`config.mk`:
```
export PLATFORM = sky130hd
export DESIGN_NAME = pipe_ctrl
export DESIGN_NICKNAME = d
export VERILOG_FILES = /design/src/rtl/pipe_ctrl.sv
export SDC_FILE = /design/constraint.sdc
export NUM_CORES = 1
export LEC_CHECK = 0
export BUFFER_PORTS_ARGS = -buffer_cell sky130_fd_sc_hd__buf_4
export CORE_MARGIN = 5
export CORE_UTILIZATION = 35
export DETAILED_ROUTE_END_ITERATION = 16
export PLACE_DENSITY = 0.62
export SLEW_MARGIN = 20
export SYNTH_ARGS = -nofsm -noshare
export SYNTH_HDL_FRONTEND = slang
export SYNTH_SLANG_ARGS = --single-unit
```
`constraint.sdc`:
```
create_clock -name clk -period 4.7 [get_ports clk]
set_input_delay 1.175 -clock clk [delete_from_list [all_inputs] [get_ports clk]]
set_output_delay 1.175 -clock clk [all_outputs]
set_load 0.01 [all_outputs]
```
`src/rtl/pipe_ctrl.sv`:
```
// Hazard, branch/jump and stage-control unit for a classic 5-stage MIPS-style pipeline.
// Decodes the ID instruction, tracks control bundles through ID/EX, EX/MEM and MEM/WB.
module pipe_ctrl #(
  parameter int XLEN   = 32,
  parameter int RA_W   = 5,
  parameter int FWD_EN = 1,
  parameter int CNT_W  = 16
) (
  input  logic             clk,
  input  logic             rst,
  input  logic [31:0]      inst_id,
  input  logic             id_valid,
  input  logic [XLEN-1:0]  pc_id,
  input  logic             ex_zero,
  output logic             stall,
  output logic             flush_ifid,
  output logic [1:0]       pc_sel,
  output logic [XLEN-1:0]  jump_target,
  output logic [6:0]       ex_ctrl,
  output logic [1:0]       m_ctrl,
  output logic [1:0]       wb_ctrl,
  output logic [RA_W-1:0]  wb_dst,
  output logic [CNT_W-1:0] bubble_cnt
);

  function automatic logic [CNT_W-1:0] satAdd(input logic [CNT_W-1:0] a, input logic [1:0] inc);
    logic [CNT_W:0] sum;
    sum = {1'b0, a} + {{(CNT_W-1){1'b0}}, inc};
    return sum[CNT_W] ? {CNT_W{1'b1}} : sum[CNT_W-1:0];
  endfunction

  function automatic logic srcHit(input logic useSrc, input logic [RA_W-1:0] src,
                                  input logic [RA_W-1:0] dst, input logic regWr);
    return useSrc && regWr && (dst != '0) && (src == dst);
  endfunction

  logic [5:0]      opcode, funct;
  logic [RA_W-1:0] rsA, rtA, rdA;
  logic            dRegDst, dAluSrc, dMemRead, dMemWrite, dRegWrite, dMemToReg;
  logic [4:0]      dAluOp;
  logic            dBeq, dBne, dJump, dUseRs, dUseRt, dLive;
  logic [RA_W-1:0] dDst;

  logic            vld_p0, vld_p1, vld_p2;
  logic [6:0]      exCtrl_p0;
  logic [1:0]      mCtrl_p0, mCtrl_p1;
  logic [1:0]      wbCtrl_p0, wbCtrl_p1, wbCtrl_p2;
  logic [RA_W-1:0] dst_p0, dst_p1, dst_p2;
  logic            beq_p0, bne_p0;

  logic            hazP0, hazP1, stallRaw, taken, jumpGo, loadIdEx;
  logic [1:0]      bubbleInc;
  logic            unusedPcLow;

  assign opcode      = inst_id[31:26];
  assign funct       = inst_id[5:0];
  assign rsA         = RA_W'(inst_id[25:21]);
  assign rtA         = RA_W'(inst_id[20:16]);
  assign rdA         = RA_W'(inst_id[15:11]);
  assign unusedPcLow = ^pc_id[27:0];

  always_comb begin
    dRegDst   = 1'b0;
    dAluSrc   = 1'b0;
    dAluOp    = 5'b00000;
    dMemRead  = 1'b0;
    dMemWrite = 1'b0;
    dRegWrite = 1'b0;
    dMemToReg = 1'b0;
    dBeq      = 1'b0;
    dBne      = 1'b0;
    dJump     = 1'b0;
    dUseRs    = 1'b0;
    dUseRt    = 1'b0;
    dDst      = '0;
    dLive     = 1'b0;
    if (id_valid) begin
      case (opcode)
        6'b000000: begin
          dLive = 1'b1;
          case (funct)
            6'b100000: dAluOp = 5'b00001;
            6'b100010: dAluOp = 5'b00010;
            6'b100100: dAluOp = 5'b00100;
            6'b101010: dAluOp = 5'b01000;
            6'b100101: dAluOp = 5'b10000;
            default:   dLive  = 1'b0;
          endcase
          // An unrecognised funct stays a full bubble, including its ALU code.
          if (dLive) begin
            dRegDst   = 1'b1;
            dRegWrite = 1'b1;
            dDst      = rdA;
            dUseRs    = 1'b1;
            dUseRt    = 1'b1;
          end
        end
        6'b100011: begin
          dLive     = 1'b1;
          dAluSrc   = 1'b1;
          dAluOp    = 5'b00001;
          dMemRead  = 1'b1;
          dMemToReg = 1'b1;
          dRegWrite = 1'b1;
          dDst      = rtA;
          dUseRs    = 1'b1;
        end
        6'b101011: begin
          dLive     = 1'b1;
          dAluSrc   = 1'b1;
          dAluOp    = 5'b00001;
          dMemWrite = 1'b1;
          dUseRs    = 1'b1;
          dUseRt    = 1'b1;
        end
        6'b000100, 6'b000101: begin
          dLive  = 1'b1;
          dAluOp = 5'b00010;
          dBeq   = (opcode == 6'b000100);
          dBne   = (opcode == 6'b000101);
          dUseRs = 1'b1;
          dUseRt = 1'b1;
        end
        6'b000010: dJump = 1'b1;
        default: ;
      endcase
    end
  end

  assign hazP0 = vld_p0 && (srcHit(dUseRs, rsA, dst_p0, wbCtrl_p0[1]) ||
                            srcHit(dUseRt, rtA, dst_p0, wbCtrl_p0[1]));
  assign hazP1 = vld_p1 && (srcHit(dUseRs, rsA, dst_p1, wbCtrl_p1[1]) ||
                            srcHit(dUseRt, rtA, dst_p1, wbCtrl_p1[1]));

  // With forwarding only a load in EX cannot be bypassed; without it any producer in EX or MEM blocks.
  assign stallRaw = (FWD_EN != 0) ? (hazP0 && mCtrl_p0[1]) : (hazP0 || hazP1);

  assign taken       = vld_p0 && ((beq_p0 && ex_zero) || (bne_p0 && !ex_zero));
  assign jumpGo      = dJump && !taken && !stallRaw && !rst;
  assign stall       = stallRaw && !taken;
  assign flush_ifid  = taken || jumpGo;
  assign pc_sel      = taken ? 2'b10 : (jumpGo ? 2'b01 : 2'b00);
  assign jump_target = {pc_id[XLEN-1:28], inst_id[25:0], 2'b00};
  assign loadIdEx    = dLive && !taken && !stallRaw;
  assign bubbleInc   = taken ? 2'd2 : (stallRaw ? 2'd1 : 2'd0);

  assign ex_ctrl = exCtrl_p0;
  assign m_ctrl  = mCtrl_p1;
  assign wb_ctrl = wbCtrl_p2 & {2{vld_p2}};
  assign wb_dst  = dst_p2;

  always_ff @(posedge clk or posedge rst) begin
    if (rst) begin
      vld_p0     <= 1'b0;
      exCtrl_p0  <= '0;
      mCtrl_p0   <= '0;
      wbCtrl_p0  <= '0;
      dst_p0     <= '0;
      beq_p0     <= 1'b0;
      bne_p0     <= 1'b0;
      vld_p1     <= 1'b0;
      mCtrl_p1   <= '0;
      wbCtrl_p1  <= '0;
      dst_p1     <= '0;
      vld_p2     <= 1'b0;
      wbCtrl_p2  <= '0;
      dst_p2     <= '0;
      bubble_cnt <= '0;
    end else begin
      // ID -> ID/EX
      vld_p0     <= loadIdEx;
      exCtrl_p0  <= loadIdEx ? {dRegDst, dAluSrc, dAluOp} : 7'd0;
      mCtrl_p0   <= loadIdEx ? {dMemRead, dMemWrite} : 2'd0;
      wbCtrl_p0  <= loadIdEx ? {dRegWrite, dMemToReg} : 2'd0;
      dst_p0     <= loadIdEx ? dDst : '0;
      beq_p0     <= loadIdEx && dBeq;
      bne_p0     <= loadIdEx && dBne;
      // ID/EX -> EX/MEM
      vld_p1     <= vld_p0;
      mCtrl_p1   <= mCtrl_p0;
      wbCtrl_p1  <= wbCtrl_p0;
      dst_p1     <= dst_p0;
      // EX/MEM -> MEM/WB
      vld_p2     <= vld_p1;
      wbCtrl_p2  <= wbCtrl_p1;
      dst_p2     <= dst_p1;
      bubble_cnt <= satAdd(bubble_cnt, bubbleInc);
    end
  end

endmodule

```
==> results.json <==
{
  "synth.area.top_cells": "dfrtp_1, buf_4, xor2_1, xnor2_1, nand2_1",
  "critical_path.most_common_cell": "or3_1",
  "gp_congestion": 0.757,
  "wire_per_inst_um": 13.9,
  "post-route-period-util_pct": 91.4,
  "maxSlewViolCount": 0,
  "rsz0062_at_grt": "false",
  "antennaDiodeCount": 0,
  "fin_ws_ns": 0.405,
  "root_buffer": "clkbuf_8",
  "die_y_um": 94.7,
  "ys_seq_elements": 51,
  "startpoint_type": "input pin",
  "syn_to_final_growth_pct": 25.5,
  "grt_pass1_wl_um": 9050,
  "p_switching_w": 0.000195,
  "wl_um": 5470,
  "synth_common_cells": "dfrtp_1, buf_4, nand2_1",
  "status": "finished clean",
  "clockPowerShare_pct": 33.8,
  "dr.pass1.iters": 4,
  "yosys.area.top_type_share_pct": 50.8,
  "grt_antenna_before_repair": 0,
  "leakage_nw": 1.58,
  "cts_setup_buffers": 0,
  "slowest_stage": "or3_1",
  "setup_violations": 0,
  "overflow": 0,
  "cap_viol_max_count": 0,
  "synthFlopType": "dfrtp_1",
  "ys_warn_count": 0,
  "internal_power_w": 0.000586,
  "path_max_fanout": 13,
  "fillCellCount": 693,
  "cts.sinks": 51,
  "max_slew_margin_pct": 42.5,
  "rows": 30,
  "drtIter0Drc": 66,
  "synth_top_family_by_area": "simple AND/OR/NAND/NOR gates",
  "synth_area_um2": 2510,
  "syn_avg_cell_area_um2": 10.7,
  "pwr-share-seq_pct": 56.4,
  "synth_compound_area_share_pct": 6.13,
  "fmax_ghz": 0.233,
  "synth.area.mux_share_pct": 1.69,
  "die_w_um": 94.7,
  "place_ws_ns": 0.0562,
  "worstHoldPathType": "reg2reg",
  "grt.total_usage_pct": 12.7,
  "nNetsFinal": 368,
  "synth_edf_count": 0,
  "ant_nets": 0,
  "die_area_um2": 8970,
  "cp.required_ns": 4.94,
  "via_count": 1825,
  "hold_viol_final": 0,
  "clock_skew_ns": 0.0104,
  "slowest_delay_ns": 0.58,
  "dpl.hpwl_um": 4170,
  "cts_max_level": 2,
  "synthSimpleGateAreaFrac_pct": 20.5,
  "cts_tree": "yes",
  "synth.largest_area_cell": "dfrtp_1",
  "min_period_ns": 4.29,
  "setup_tns_ns": 0,
  "synthCells": 234,
  "async_reset_ff_share_pct": 100,
  "cpLargestDelayFamily": "simple AND/OR/NAND/NOR gates",
  "synthDistinctLibCells": 42,
  "drive_above_1_share_pct": 38.3,
  "tightest_slew_ns": 0.863,
  "synth_most_common_cell": "dfrtp_1",
  "first_global_vias": 1920,
  "drt-vias-per-instance": 4.63,
  "grt_max_degree": 52,
  "power_density_nw_per_um2": 248,
  "seq_area_um2": 1280,
  "port_buffers": 87,
  "multi_input_area_um2": 930,
  "peakVddDrop_v": 0.000105,
  "crit_type": "in2reg",
  "p_sw_share_pct": 25.0,
  "combinationalPowerShare_pct": 9.9,
  "critPathBufInv": 2,
  "clk_latency_ns": 0.31,
  "synthAdderAreaFrac_pct": 1.79,
  "post_cts_resized": 0,
  "crit_chain": "buf_4, nor4b_1, and4_1, o21ai_0, o21a_1, nor3_1, ha_1, inv_1, fa_1, or3_1, or3_1, nand2b_1",
  "drc_errors": 0,
  "ios": 136,
  "coreArea_um2": 6910,
  "cts_buffer_depth": 2,
  "initial_core_util_pct": 36.4,
  "cp_data_arrival_time_ns": 4.54,
  "ys_seq_area_share_pct": 50.8,
  "clk_pin_slew_ns": 0.10,
  "endpoint_kind": "flop",
  "cts_inserted_buffers": 5,
  "synth_xor_area_share_pct": 6.63,
  "hold_buffers": 0
}
## layer usage
| layer | vias up | part of all wire (%) | track usage, % |
|---|---|---|---|
| li1 | 888 | - | - |
| met1 | 881 | 44 | 16.6 |
| met2 | 51 | 50 | 21.0 |
| met3 | 5 | 5.0 | 2.07 |
| met4 | 0 | 1.2 | 4.45 |
| met5 | - | 0 | 0 |
## path summary, 6_finish.rpt
path                                     start                  endpoint  slack, ns  cells past startpoint
setup reg to reg           dst_p0[1]$_DFF_PP0_   bubble_cnt[0]$_DFF_PP0_       1.18                     12
min in group asynchronous                  rst    wbCtrl_p0[1]$_DFF_PP0_       1.02                      2
hold reg to reg            dst_p1[3]$_DFF_PP0_       wb_dst[3]$_DFF_PP0_       0.36                      0
hold / removal             dst_p1[3]$_DFF_PP0_       wb_dst[3]$_DFF_PP0_       0.36                      0
setup / recovery                   inst_id[27]   bubble_cnt[0]$_DFF_PP0_       0.41                     12
max in group asynchronous                  rst  bubble_cnt[14]$_DFF_PP0_       3.16                      2
## layout by cell type (no fill, tap or decap), drive strengths merged, types with 2 or more instances in the layout
cell	count
ha	2
nand3	8
mux2	2
nand4	3
nand2	19
nand2b	3
o21ai	4
xor2	10
nor2	16
dfrtp	51
or3	3
xnor2	9
clkinv	2
and3	3
a21oi	4
a22oi	5
nor3	18
and2	3
mux2i	2
nor2b	4
conb	2
clkbuf	5
buf	94
nor4	5
nor3b	2
inv	7
## power by group through the flow
stage                     logic (W)  clock network (W)  registers, W
after floorplan           0.0000515                  0      0.000449
after global placement    0.0000773                  0      0.000449
after detailed placement  0.0000784                  0      0.000449
after CTS                 0.0000787           0.000276      0.000440
after global routing      0.0000853           0.000287      0.000441
final                     0.0000771           0.000264      0.000440
## final cells by class
class	count	share of cell area, %
sequential	51	40.5
multi-input combinational	139	29.5
timing repair buffer	94	22.4
tap	96	3.81
clock buffer	5	2.18
clock inverter	3	0.834
inverter	6	0.755
## sequential cells by signal (all words and copies together), names as in the netlist
name / cells
dst_p1: 5
ex_ctrl: 7
m_ctrl: 1
vld_p2: 1
wbCtrl_p0: 2
beq_p0: 1
wb_dst: 5
bubble_cnt: 16
mCtrl_p0: 1
bne_p0: 1
wbCtrl_p1: 2
vld_p1: 1
dst_p0: 5
vld_p0: 1
wbCtrl_p2: 2
## per-stage QoR
stage | std cells | area [um^2] | utilization [%] | total power (W) | hold slack, ns
floorplan | 235 | 2510 | - | 0.000501 | 0.331
global placement | 386 | 3050 | 44.2 | 0.000526 | 0.333
detailed placement | 386 | 3050 | 44.2 | 0.000528 | 0.336
CTS | 394 | 3150 | 45.6 | 0.000796 | 0.354
global route | 394 | 3150 | 45.6 | 0.000813 | 0.361
finish | 394 | 3150 | 45.6 | 0.000781 | 0.359
## logic make-up after synthesis
group | Yosys count
simple gates | 93
flops | 51
buf+inv | 45
xor+xnor | 19
compound gates | 18
mux | 4
fa+ha+maj | 3
other cells | 1
Power figures use the tool's default switching activity.
